[config.mk]
export PLATFORM = sky130hd
export DESIGN_NAME = instr_mem_loader
export DESIGN_NICKNAME = d
export VERILOG_FILES = /design/src/rtl/instr_mem_loader.sv
export SDC_FILE = /design/constraint.sdc
export NUM_CORES = 1
export LEC_CHECK = 0
export BUFFER_PORTS_ARGS = -buffer_cell sky130_fd_sc_hd__buf_2
export CORE_ASPECT_RATIO = 0.6
export CORE_MARGIN = 8
export CORE_UTILIZATION = 60
export CTS_CLUSTER_DIAMETER = 60
export CTS_CLUSTER_SIZE = 8
export DETAILED_ROUTE_END_ITERATION = 6
export GPL_TIMING_DRIVEN = 0
export PLACE_DENSITY = 0.87
export SLEW_MARGIN = 30
export SYNTH_ARGS = -nofsm -noshare
export SYNTH_HDL_FRONTEND = slang
export SYNTH_SLANG_ARGS = --single-unit
[constraint.sdc]
create_clock -name clk -period 3.9 [get_ports clk]
set_input_delay 0.39 -clock clk [delete_from_list [all_inputs] [get_ports clk]]
set_output_delay 0.39 -clock clk [all_outputs]
set_load 0.02 [all_outputs]
[src/rtl/instr_mem_loader.sv]
// Byte-stream loader for the 19-bit instruction memory: header (address, count) then 3 bytes per word.
// Optional trailing checksum byte when LOADER_CHECKSUM_EN is defined.
module instr_mem_loader #(
    parameter int ADDR_W  = 12,
    parameter int INSTR_W = 19
) (
    input  logic               clk,
    input  logic               rst,
    input  logic               start,
    input  logic               in_valid,
    input  logic [7:0]         in_data,
    output logic               in_ready,
    output logic               wr_en,
    output logic [ADDR_W-1:0]  wr_addr,
    output logic [INSTR_W-1:0] wr_data,
    output logic               busy,
    output logic               done,
    output logic               chk_err
);

    typedef enum logic [3:0] {
        S_IDLE, S_A_LO, S_A_HI, S_C_LO, S_C_HI,
        S_B0, S_B1, S_B2, S_WRITE, S_FIN
`ifdef LOADER_CHECKSUM_EN
        , S_CHK
`endif
    } state_t;

    state_t            state_q, state_d;
    logic [ADDR_W-1:0] addr_q;
    logic [ADDR_W-1:0] cnt_q;   // words remaining minus one
    logic [7:0]        b0_q, b1_q;
    logic              hs;

    assign hs = in_valid & in_ready;

    // NOTE: sequential state uses non-blocking (<=) so every register samples pre-edge values.
    always_ff @(posedge clk or negedge rst) begin
        if (!rst) state_q <= S_IDLE;
        else      state_q <= state_d;
    end

    // NOTE: every output is defaulted first so no path through the case infers a latch.
    always_comb begin
        state_d  = state_q;
        in_ready = 1'b0;
        wr_en    = 1'b0;
        busy     = 1'b1;
        done     = 1'b0;
        unique case (state_q)
            S_IDLE: begin
                busy = 1'b0;
                if (start) state_d = S_A_LO;
            end
            S_A_LO: begin in_ready = 1'b1; if (in_valid) state_d = S_A_HI; end
            S_A_HI: begin in_ready = 1'b1; if (in_valid) state_d = S_C_LO; end
            S_C_LO: begin in_ready = 1'b1; if (in_valid) state_d = S_C_HI; end
            S_C_HI: begin in_ready = 1'b1; if (in_valid) state_d = S_B0;   end
            S_B0:   begin in_ready = 1'b1; if (in_valid) state_d = S_B1;   end
            S_B1:   begin in_ready = 1'b1; if (in_valid) state_d = S_B2;   end
            S_B2:   begin in_ready = 1'b1; if (in_valid) state_d = S_WRITE; end
            S_WRITE: begin
                wr_en = 1'b1;
                if (cnt_q != '0) state_d = S_B0;
`ifdef LOADER_CHECKSUM_EN
                else             state_d = S_CHK;
`else
                else             state_d = S_FIN;
`endif
            end
`ifdef LOADER_CHECKSUM_EN
            S_CHK:  begin in_ready = 1'b1; if (in_valid) state_d = S_FIN; end
`endif
            S_FIN: begin
                busy    = 1'b0;
                done    = 1'b1;
                state_d = S_IDLE;
            end
            default: state_d = S_IDLE;
        endcase
    end

    // NOTE: these are plain registers, not a memory array, so all of them take the reset value.
    always_ff @(posedge clk or negedge rst) begin
        if (!rst) begin
            addr_q  <= '0;
            cnt_q   <= '0;
            b0_q    <= '0;
            b1_q    <= '0;
            wr_addr <= '0;
            wr_data <= '0;
        end else begin
            if (hs) begin
                unique case (state_q)
                    S_A_LO: addr_q[7:0]        <= in_data;
                    S_A_HI: addr_q[ADDR_W-1:8] <= in_data[ADDR_W-9:0];
                    S_C_LO: cnt_q[7:0]         <= in_data;
                    S_C_HI: cnt_q[ADDR_W-1:8]  <= in_data[ADDR_W-9:0];
                    S_B0:   b0_q               <= in_data;
                    S_B1:   b1_q               <= in_data;
                    S_B2: begin
                        // Word and address are latched together so they stay stable through WRITE and FIN.
                        wr_addr <= addr_q;
                        wr_data <= {in_data[INSTR_W-17:0], b1_q, b0_q};
                    end
                    default: ;
                endcase
            end
            if (state_q == S_WRITE) begin
                addr_q <= addr_q + 1'b1;
                cnt_q  <= cnt_q - 1'b1;
            end
        end
    end

`ifdef LOADER_CHECKSUM_EN
    logic [7:0] xor_q;

    always_ff @(posedge clk or negedge rst) begin
        if (!rst) begin
            xor_q   <= '0;
            chk_err <= 1'b0;
        end else begin
            if (state_q == S_IDLE && start) begin
                xor_q   <= '0;
                chk_err <= 1'b0;
            end else if (hs) begin
                xor_q <= xor_q ^ in_data;
                if (state_q == S_CHK) chk_err <= (in_data != xor_q);
            end
        end
    end
`else
    assign chk_err = 1'b0;
`endif

endmodule

==> impl_results.md <==
* Power Density at 827 nW/um2
* Root Buffer: clkbuf_8
* Clock Latency Late Sink at 0.35 ns
* Synth area leader: dfrtp_1
* Antenna-violating nets left at 0
* VDD IR max at 0.000441 V
* Max cap viols at 0
* Clock Skews at 0.0121 ns
* Crit path max fanout at 10
* Hold Path Origin: in_data[5]
* Syn_nets at 319
* Clock Sinks at 75
* WHS Endpoint: b1_q[5]
* Count of flip-flops with a built-in enable after synthesis at 0
* First-pass GRT wire length at 13700 um
* FF-to-FF Start: cnt_q[0]
* Syn. warnings at 0
* Count leader, synth: dfrtp_1
* Nets at 378
* Flop-to-flop setup slack at 1.80 ns
* DR pass1 iterations at 7
* Worst r2r path cells at 6
* CTS tree: built
* Status: finished clean
* Drt wl/cell at 18.9 um
* Initial antenna violation count at 0
* Setup TNS at 0 ns
* Clk buf depth at 2
* Via-per-instance ratio at 6.17
* HP Class: primary input to register
* DIE WIDTH at 115 um
* Final Max Tran Viols at 0
* Synth top area share at 0.532
* RSZ-0062 raised after global routing: no
* Final setup fails at 0
* Distinct cells, synth at 50
* Post-CTS Setup Repair Bufs at 0
* DRC violations left at 0
* Register Area at 1880 um2
* Leading post-synthesis cells by cell area: dfrtp_1 (53%), mux2_2 (15%), nand3_1 (2.4%)
* Maximum clock rate at 0.394 GHz
* Slew @ Worst Pin at 0.780 ns
* Core area at 5620 um2
* Final Hold Fails at 0
* Seq/Total Area, Yosys at 0.532
* Relative max-transition margin at 0.475
* Main synth FF type: dfrtp_1
* Hold slack at 0.348 ns
* Syn_area_per_cell at 11.6 um2
* Vias at 2764
* CP Data Required Time at 3.51 ns
* Port bufs at 46
* Vias in the first global route at 2649
* Diodes inserted at 0
* H-Tree Depth at 3
* Top cells by count, synth: dfrtp_1 (75), mux2_2 (47), nor2_1 (22)
* Pin count of the biggest net entering global routing at 46
* #FFs+latches synth at 75
* Worst reg2reg path endpoint: cnt_q[8]
* GR Util All Layers at 0.208
* GR Overflow Total at 0
* Starting DRT DRC Count at 241
* Crit. End Element: primary output
* Mapped Area at 3530 um2
* Worst Setup Start Kind: register
* Tcrit/Tclk final at 0.652
* Number of fill cells in the layout at 413
* Final min period at 2.54 ns
* Area occupied by multi-input gates at 1550 um2
* Drt total wl at 8470 um
* Layout cells sized above 1 at 0.364
* I/O pin count at 48
* CTS buffer count at 9
* Syn Inst Count at 304
* GPL Wtd Cong at 0.929
* DP HPWL at 6140 um
* Die ar. at 8670 um2
* Initial Util at 0.628
* Die Span Y at 75.4 um
* Leak at 1.82 nW
* Async S/R FF share, synth at 1.00
* Area growth, synth to finish at 16.4%
* Num rows at 21
* Crit path arrival time at 2.15 ns
* Worst hold stages at 2
* Crit Path Category: register to primary output
* Worst-path clk slew at 0.08 ns
==> cell usage in the layout, fill, tap and decap left out, drive strengths merged, types with 3 or more instances in the layout <==
| master | count |
|---|---|
| nor4 | 4 |
| a22o | 3 |
| nand3 | 17 |
| nor2 | 23 |
| ha | 3 |
| nand4 | 5 |
| o221a | 6 |
| buf | 58 |
| o21ai | 11 |
| nand2 | 18 |
| dfrtp | 75 |
| a21oi | 12 |
| o22ai | 5 |
| nand3b | 4 |
| and3 | 3 |
| mux2i | 3 |
| o211ai | 3 |
| clkinv | 4 |
| nor3 | 7 |
| clkbuf | 14 |
| mux2 | 47 |
| nand2b | 5 |
| o31ai | 4 |
| inv | 3 |
==> worst max-delay path by stage <==
stage | startpoint | endpoint | depth (start not counted)
global placement | state_q[2] | wr_en | 6
global route | state_q[2] | wr_en | 6
CTS | state_q[2] | wr_en | 6
floorplan | state_q[2] | wr_en | 5
finish | state_q[2] | wr_en | 6
detailed placement | state_q[2] | wr_en | 6
==> power breakdown <==
part	total (mW)	switching (mW)	internal [mW]	leakage (nW)
Sequential	1.45	0.306	1.15	0.906
Clock	0.651	0.290	0.362	0.111
Combinational	1.29	0.715	0.578	0.805
Total	3.40	1.31	2.09	1.82
==> sequential cells by signal, summed over array words and instances (netlist names) <==
register and flops:
b1_q 8, wr_addr 12, b0_q 8, addr_q 12
state_q 4, wr_data 19, cnt_q 12
==> final cells by class <==
type | instances | area share
clock buffers | 10 | 0.0311
plain buffers | 15 | 0.0213
inverters | 3 | 0.00305
repair buffers | 48 | 0.0640
flip-flops and latches | 75 | 0.457
clock inverters | 6 | 0.0213
well taps | 80 | 0.0244
multi-input cells | 211 | 0.378
==> per-layer routing <==
metal / vias to the layer above / global-route usage / share of wire
met1: 1341 / 0.271 / 0.42
li1: 1257 / - / -
met4: 0 / 0.0751 / 0.020
met2: 145 / 0.331 / 0.46
met5: - / 0 / 0
met3: 21 / 0.0562 / 0.10
==> worst max-delay path, stage by stage, from the launching register on <==
cell	delay [ns]
dfrtp_1	0.37
buf_6	0.13
or4b_1	0.50
buf_2	0.18
clkinv_2	0.13
buf_2	0.26
buf_2	0.22
==> per-stage QoR <==
| step | instance area [um2] | util | instances | power (mW) | setup WS (ns) |
|---|---|---|---|---|---|
| finish | 4110 | 0.730 | 448 | 3.40 | 1.36 |
| global route | 4110 | 0.730 | 448 | 3.61 | 1.32 |
| CTS | 4110 | 0.730 | 448 | 3.41 | 1.37 |
| detailed placement | 3880 | 0.690 | 431 | 2.75 | 1.77 |
| global placement | 3860 | 0.686 | 430 | 2.67 | 1.78 |
| floorplan | 3530 | - | 304 | 2.32 | 2.06 |
==> timing repair <==
item	CTS	global route
endpoints found under the hold margin	30	0
hold buffers	1	0
resized for setup	0	0
==> cell families after synthesis <==
group,synth area share
DFF,0.532
adders and majority gates,0.0106
muxes,0.159
buffers and inverters,0.0284
xor gates and xnor gates,0.00745
other,0.00106
and+or+nand+nor,0.141
AOI/OAI and AO/OA,0.121
(Power assumes the default switching activity.)
